`config.mk`:
```
export PLATFORM = sky130hd
export DESIGN_NAME = sdf_stage_ctrl
export DESIGN_NICKNAME = d
export VERILOG_FILES = /design/src/rtl/sdf_stage_ctrl.sv
export SDC_FILE = /design/constraint.sdc
export NUM_CORES = 1
export LEC_CHECK = 0
export CELL_PAD_IN_SITES_DETAIL_PLACEMENT = 1
export CELL_PAD_IN_SITES_GLOBAL_PLACEMENT = 2
export CORE_MARGIN = 8
export CORE_UTILIZATION = 27
export DETAILED_ROUTE_END_ITERATION = 6
export PLACE_DENSITY = 0.86
export REMOVE_ABC_BUFFERS = 1
export SYNTH_ARGS = -nofsm -noshare
export SYNTH_HDL_FRONTEND = slang
export SYNTH_SLANG_ARGS = --single-unit
export TNS_END_PERCENT = 1
```
`constraint.sdc`:
```
create_clock -name clk -period 2.2 [get_ports clk]
set_input_delay 0.44 -clock clk [delete_from_list [all_inputs] [get_ports clk]]
set_output_delay 0.44 -clock clk [all_outputs]
set_load 0.05 [all_outputs]
```
`src/rtl/sdf_stage_ctrl.sv`:
```
`default_nettype none
// ============================================================================
// Module : sdf_stage_ctrl
// Sequencer for one radix-2 SDF FFT stage: delay-line step, butterfly select,
// twiddle address, output valid and end-of-frame flush.
// Rev    : 1.0
// ============================================================================
module sdf_stage_ctrl #(
  parameter int N     = 32,
  parameter int STAGE = 0,
  parameter int CNT_W = 5,
  parameter int TW_W  = 4
) (
  input  logic            clk,
  input  logic            rst,
  input  logic            in_valid_i,
  output logic            in_ready_o,
  output logic            sr_en_o,
  output logic            bf_sel_o,
  output logic            tw_en_o,
  output logic [TW_W-1:0] tw_addr_o,
  output logic            out_valid_o,
  output logic            frame_done_o,
  output logic            busy_o
);

  localparam int D     = N >> (STAGE + 1);
  localparam int LOG2D = $clog2(D);

  localparam logic [CNT_W-1:0] C_ONE  = CNT_W'(1);
  localparam logic [CNT_W-1:0] C_D    = CNT_W'(D);
  localparam logic [CNT_W-1:0] C_DM1  = CNT_W'(D - 1);
  localparam logic [CNT_W-1:0] C_LAST = CNT_W'(N - 1);

  typedef enum logic [1:0] {
    S_IDLE  = 2'd0,
    S_RUN   = 2'd1,
    S_FLUSH = 2'd2
  } state_e;

  state_e           state_q, state_d;
  logic [CNT_W-1:0] cnt_q, cnt_d;
  logic             primed_q, primed_d;

  logic             w_ready;
  logic             w_accept;
  logic             w_sr_en;
  logic             w_bf_sel;
  logic             w_out_valid;
  logic             w_tw_en;
  logic [TW_W-1:0]  w_tw_addr;
  logic [CNT_W-1:0] w_out_idx;

  always_ff @(posedge clk) begin
    if (rst) begin
      state_q  <= S_IDLE;
      cnt_q    <= '0;
      primed_q <= 1'b0;
    end else begin
      state_q  <= state_d;
      cnt_q    <= cnt_d;
      primed_q <= primed_d;
    end
  end

  always_comb begin
    state_d  = state_q;
    cnt_d    = cnt_q;
    primed_d = primed_q;
    unique case (state_q)
      S_IDLE: begin
        cnt_d    = '0;
        primed_d = 1'b0;
        if (w_accept) begin
          state_d = S_RUN;
          cnt_d   = C_ONE;
          if (C_ONE == C_D) primed_d = 1'b1;
        end
      end
      S_RUN: begin
        if (w_accept) begin
          cnt_d = cnt_q + C_ONE;
          if (cnt_d == C_D) primed_d = 1'b1;
        end else if (cnt_q == '0) begin
          // A frame just ended and no new one follows: drain the delay line.
          state_d = S_FLUSH;
        end
      end
      S_FLUSH: begin
        cnt_d = cnt_q + C_ONE;
        if (cnt_q == C_DM1) begin
          state_d  = S_IDLE;
          cnt_d    = '0;
          primed_d = 1'b0;
        end
      end
      default: begin
        state_d  = S_IDLE;
        cnt_d    = '0;
        primed_d = 1'b0;
      end
    endcase
  end

  assign w_ready     = (state_q != S_FLUSH);
  assign w_accept    = in_valid_i && w_ready;
  assign w_sr_en     = w_accept || (state_q == S_FLUSH);
  // Only accepted samples can select the butterfly, so flush stays in bypass.
  assign w_bf_sel    = w_accept && cnt_q[LOG2D];
  assign w_out_valid = w_sr_en && (primed_q || (cnt_q >= C_D));
  assign w_tw_en     = w_out_valid && !w_bf_sel;
  assign w_tw_addr   = TW_W'((cnt_q & C_DM1) << STAGE);
  assign w_out_idx   = cnt_q - C_D;

  assign in_ready_o   = w_ready;
  assign sr_en_o      = w_sr_en;
  assign bf_sel_o     = w_bf_sel;
  assign out_valid_o  = w_out_valid;
  assign tw_en_o      = w_tw_en;
  assign tw_addr_o    = w_tw_en ? w_tw_addr : '0;
  assign frame_done_o = w_out_valid && (w_out_idx == C_LAST);
  assign busy_o       = (state_q != S_IDLE);

endmodule
`default_nettype wire

```
==> results.json <==
{
  "status": "completed",
  "cts_made_buffers": 3,
  "cts.sink_count": 8,
  "finalWorstSetupSlack_ps": 113,
  "setup_crit_path_kind": "input pin to output pin",
  "yosys_register_bits": 8,
  "cp_slowest_stage_delay_ps": 510,
  "initial_core_utilization_pct": 28.3,
  "die_h_um": 63.9,
  "required_ps": 1760,
  "worst_slew_pin_slew_ps": 436,
  "finalHoldViolations": 0,
  "ys_types": 36,
  "worst_path_max_delay_cell": "sky130_fd_sc_hd__clkdlybuf4s50_1",
  "final_gp_congestion": 0.734,
  "wirelength_mm": 1.69,
  "fmax_ghz": 0.479,
  "postPlaceCellArea_um2": 873,
  "yosys.area.top_type_share_pct": 25.9,
  "placed_cells_incl_taps": 117,
  "power.static_leakage_nw": 0.375,
  "grtUsageMet3_pct": 2.96,
  "clock_tree_from_tritoncts": "built",
  "antenna_found_initial": 0,
  "grt.overflow.total": 0,
  "synthArstFlopShare_pct": 0,
  "clock_tree.htree_level_count": 1,
  "post_cts_hold_buffer_count": 0,
  "globalRouteMet2Util_pct": 14.9,
  "power.density_cell_area_nw_per_um2": 418,
  "timing.critical_path.max_delay_family": "buffers and inverters",
  "finalInstanceArea_um2": 908,
  "ant_nets": 0,
  "ctsLongestPathBuffers": 2,
  "synthDominantAreaCellType": "sky130_fd_sc_hd__dfxtp_1",
  "ys.flop_type": "sky130_fd_sc_hd__dfxtp_1",
  "worst_clock_skew_ps": 9.20,
  "sequential_to_total_area_share_from_yosys_stat_pct": 25.9,
  "power.ir.vdd_worst_v": 0.000291,
  "globalRouteTotalUtil_pct": 8.72,
  "number_of_remaining_drc_errors": 0,
  "path_cells": "clkdlybuf4s50_1 > nand2b_1 > a21oi_4 > and2_1 > buf_12",
  "drt-vias-per-instance": 4.83,
  "maximum_net_fanout_on_the_critical_path": 5,
  "globalRouteMet1Util_pct": 10.0,
  "grt_first_pass_wirelength_mm": 2.92,
  "end_kind": "output pin",
  "ctsRootBufferMaster": "sky130_fd_sc_hd__clkbuf_4",
  "slew_violations": 0,
  "io_buffer_count": 13,
  "synth_edf_count": 0,
  "post-place-ws_ps": 106,
  "max_cap_viol_count": 0,
  "final.hold.worst_slack_ps": 489,
  "floorplan.core_area_um2": 2190,
  "worstHoldPathType": "flip-flop to flip-flop",
  "via_count": 580,
  "clkTransAtPathRegs_ps": 60,
  "period_needed_ps": 2090,
  "path_buf_inv": 2,
  "detail_route.first_pass.iterations": 3,
  "syn_area_um2": 619,
  "syn_area_per_cell_um2": 8.26,
  "synth.yosys.warnings": 0,
  "timing.final.crit_share_pct": 94.8,
  "synthToLayoutAreaGrowth_pct": 46.7,
  "instances_no_fill": 120,
  "rsz0062_at_grt": "false",
  "route.detailed.wl_per_inst_um": 14.1,
  "die_ar_um2": 4080,
  "n_antenna_cell": 0,
  "grt_busiest_layer": "met2",
  "initialDrtViolationCount": 8,
  "layout.core_utilization_pct": 41.5,
  "hpwl_mm": 1.40,
  "clk-insertion-delay-late_ps": 260,
  "fp-row-count": 17,
  "post_synth_inst_count": 75,
  "grt_pass1_vias": 613,
  "cts_setup_buffers": 0,
  "die_w_um": 63.9,
  "max-slew-margin-rel_pct": 70.8,
  "ioPinCount": 14,
  "post_route_cells_drive_above_1_share_pct": 30.4,
  "ys_top_cells_by_area": "sky130_fd_sc_hd__dfxtp_1 26%, sky130_fd_sc_hd__ha_1 10%, sky130_fd_sc_hd__inv_1 4.8%, sky130_fd_sc_hd__nor2_1 4.2%, sky130_fd_sc_hd__and2_1 4.0%",
  "nets": 102,
  "critPathLaunchType": "input pin",
  "ys_top_cells_by_count": "8 x sky130_fd_sc_hd__dfxtp_1, 8 x sky130_fd_sc_hd__inv_1, 7 x sky130_fd_sc_hd__nor2_1, 5 x sky130_fd_sc_hd__ha_1",
  "arrival_time_at_the_worst_endpoint_ps": 1650,
  "largest_net_degree_at_the_start_of_global_routing": 12,
  "final_setup_vio_count": 0
}
[where the power goes]
part / leakage [nW] / internal, mW / total [mW] / switching (mW)
sequential: 0.0657 / 0.152 / 0.162 / 0.0109
clock: 0.0138 / 0.0625 / 0.114 / 0.0512
combinational: 0.296 / 0.0440 / 0.104 / 0.0595
total: 0.375 / 0.258 / 0.380 / 0.122
[through the flow]
stage               TNS, ps  total power [mW]
finish                    0             0.380
global route              0             0.404
CTS                       0             0.383
detailed placement        0             0.268
global placement          0             0.264
floorplan              -406             0.225
[routing by layer]
layer  vias up  part of all wire [%]
met5         -                     0
met4         0                   1.7
met3         4                   5.2
met2        20                    48
met1       265                    45
li1        291                     -
[tightest hold or removal path: cells and delay by family, from the launching register on]
kind / cells / cell delay [ps]
compound gates: 1 / 70
buf+inv: 1 / 50
flops: 1 / 320
[area by class of cell]
type	instances	area (um2)
Clock buffer	3	22.5
Fill cell	246	1280
Inverter	9	33.8
Multi-Input combinational cell	56	418
Sequential cell	8	161
Tap cell	28	35.0
Timing Repair Buffer	16	238
[worst paths after layout]
check / startpoint / to / slack [ps] / cells past startpoint
setup / recovery: in_valid_i / tw_addr_o[0] / 110 / 5
hold / removal: primed_q / primed_q / 490 / 2
setup reg to reg: cnt_q[1] / cnt_q[3] / 460 / 8
hold reg to reg: primed_q / primed_q / 490 / 2
[cell usage in the layout, fill, tap and decap left out, types with 3 or more instances in the layout]
cell type / count
sky130_fd_sc_hd__buf_12: 9
sky130_fd_sc_hd__inv_1: 8
sky130_fd_sc_hd__clkbuf_4: 3
sky130_fd_sc_hd__ha_1: 5
sky130_fd_sc_hd__nor2_1: 7
sky130_fd_sc_hd__and2_1: 4
sky130_fd_sc_hd__nand2_1: 3
sky130_fd_sc_hd__buf_4: 5
sky130_fd_sc_hd__a21oi_1: 4
sky130_fd_sc_hd__dfxtp_1: 7
[cell families (layout without fill, tap and decap cells)]
logic type      after synthesis  after routing  share of synthesized area [%]
compound gates               15             15                           17.6
simple gates                 34             34                           35.2
xor+xnor                      2              2                           2.83
flops                         8              8                           25.9
buf+inv                      11             28                           8.48
fa+ha+maj                     5              5                           10.1
[what timing repair did]
item                                    4_1_cts  5_1_grt
endpoints found under the setup margin        1        1
resized for setup                             1        2
pin swaps                                     0        0
[sequential cells by signal (all words and copies together), names as in the netlist]
name,flops
cnt_q,5
state_q,2
primed_q,1
(Power assumes the default switching activity.)
==> RTL change, RTL diff (same flow settings) <==
Set the parameter `STAGE` to 1 (it was 0).
--- a/src/rtl/sdf_stage_ctrl.sv
+++ b/src/rtl/sdf_stage_ctrl.sv
@@ -8,5 +8,5 @@
 module sdf_stage_ctrl #(
   parameter int N     = 32,
-  parameter int STAGE = 0,
+  parameter int STAGE = 1,
   parameter int CNT_W = 5,
   parameter int TW_W  = 4
Formal check against the unedited RTL: not equivalent (Yosys sat finds a counterexample within 10 cycles, from zero or initial values and one cycle with rst high).
==> RTL change against the original RTL <==
- power down 4.9%
- cell area fell by 0.41%
- register-to-register slack better by 400 ps
- sequential cell count is the same
- non-clock buffer count rose by 3
- synthesized area is 0.40% higher
- setup slack got worse by 35 ps
- routed wire length grew 10%
- sequential power down 2%
- largest power group unchanged
==> RTL change: results <==
group,metric,value,unit
cts,cts.clk_slew.worst_paths,60,ps
global_route,grtUsageMet2,15.4,%
pwr,vdd_drop_max,0.000259,V
placement,port_buffers,12,
logic_synthesis,synth.area.mux_share,1.61,%
detailed_routing,vias_per_cell,4.90,
logic_synthesis,yosysSeqAreaShare,25.8,%
logic_synthesis,synth_compound_area_share,21.5,%
placement,pre_cts_ws,12.9,ps
cells_and_area,fillers,265,
detailed_routing,first_iter_violations,3,
logic_synthesis,synth_commonest_cells,"dfxtp_1, nor2_1, inv_1, a21oi_1, nand2_1",
setup_path,cp.arrival,1680,ps
placement,postPlaceCellArea,857,µm²
status,outcome,"finished clean",
global_route,grt_max_degree,9,
global_route,grtUsageMet1,10.7,%
logic_synthesis,synthAdderAreaFrac,6.04,%
placement,place_congestion,0.841,
setup_path,cp_max_fo,4,
cells_and_area,instances_no_fill,124,
logic_synthesis,yosys.cell_types.count,33,
global_route,grt_pass1_wl,3040,µm
detailed_routing,routed_wirelength,1860,µm
logic_synthesis,synthTopCellsByArea,"dfxtp_1, ha_1, bufbuf_16, nor2_1, inv_1",
pwr,leakagePower,0.000359,µW
timing,relSlewSlack,66.3,%
detailed_routing,dr.pass1.iters,6,
global_route,grt_use_met3,2.44,%
cells_and_area,fin_nets,104,
placement,hpwlAfterDp,1480,µm
timing,finalClockSkew,2.78,ps
cells_and_area,drive_gt1_share,37.5,%
logic_synthesis,netlist_instances,78,
==> RTL change: stage by stage <==
stage	TNS (ps)	utilization [%]
2_1_floorplan	-2670	-
3_3_place_gp	0	39.1
3_5_place_dp	0	39.1
4_1_cts	0	40.9
5_1_grt	0	41.3
6_report	0	41.3
==> RTL change: report_power, final <==
part / switching, µW / internal, µW
Clock: 57.7 / 63.0
Combinational: 49.2 / 33.3
Sequential: 8.02 / 150
Total: 115 / 246
==> RTL change: worst max-delay path, stage by stage <==
cell and delay (ps):
clkdlybuf4s50_1 550, nor2_2 90, nor2_2 130, nor4b_2 200, buf_4 160, buf_12 120
==> RTL change: cell type report <==
| type | count | area (µm²) | area share, % |
|---|---|---|---|
| multi-input combinational | 58 | 400 | 44.3 |
| timing repair buffer | 19 | 250 | 27.7 |
| sequential | 8 | 166 | 18.4 |
| tap | 28 | 35.0 | 3.87 |
| inverter | 8 | 30.0 | 3.32 |
| clock buffer | 3 | 22.5 | 2.49 |
==> RTL change: final timing paths <==
kind                                start                    end  slack, ps  cells past startpoint
setup / recovery               in_valid_i           frame_done_o         80                      6
hold / removal      cnt_q[1]$_SDFFE_PP0N_  cnt_q[1]$_SDFFE_PP0N_        490                      2
setup reg to reg  state_q[0]$_SDFFE_PP0P_  primed_q$_SDFFE_PP0P_        860                      5
hold reg to reg     cnt_q[1]$_SDFFE_PP0N_  cnt_q[1]$_SDFFE_PP0N_        490                      2
==> RTL change: cell families after synthesis <==
family	Yosys count
AND/OR/NAND/NOR	34
other	1
multiplexers	1
adder cells (fa/ha/maj)	3
XOR/XNOR	1
AO/OA/AOI/OAI	18
buffers and inverters	12
flip-flops	8
==> RTL change: what timing repair did <==
item	CTS	global route
gates resized for setup	4	5
endpoints found under the setup margin	4	4
pin swaps	0	1
==> RTL change: layer usage <==
layer	wire (µm)	up-vias
li1	-	305
met1	821	290
met2	970	9
met3	34	4
met4	35	0
met5	0	-
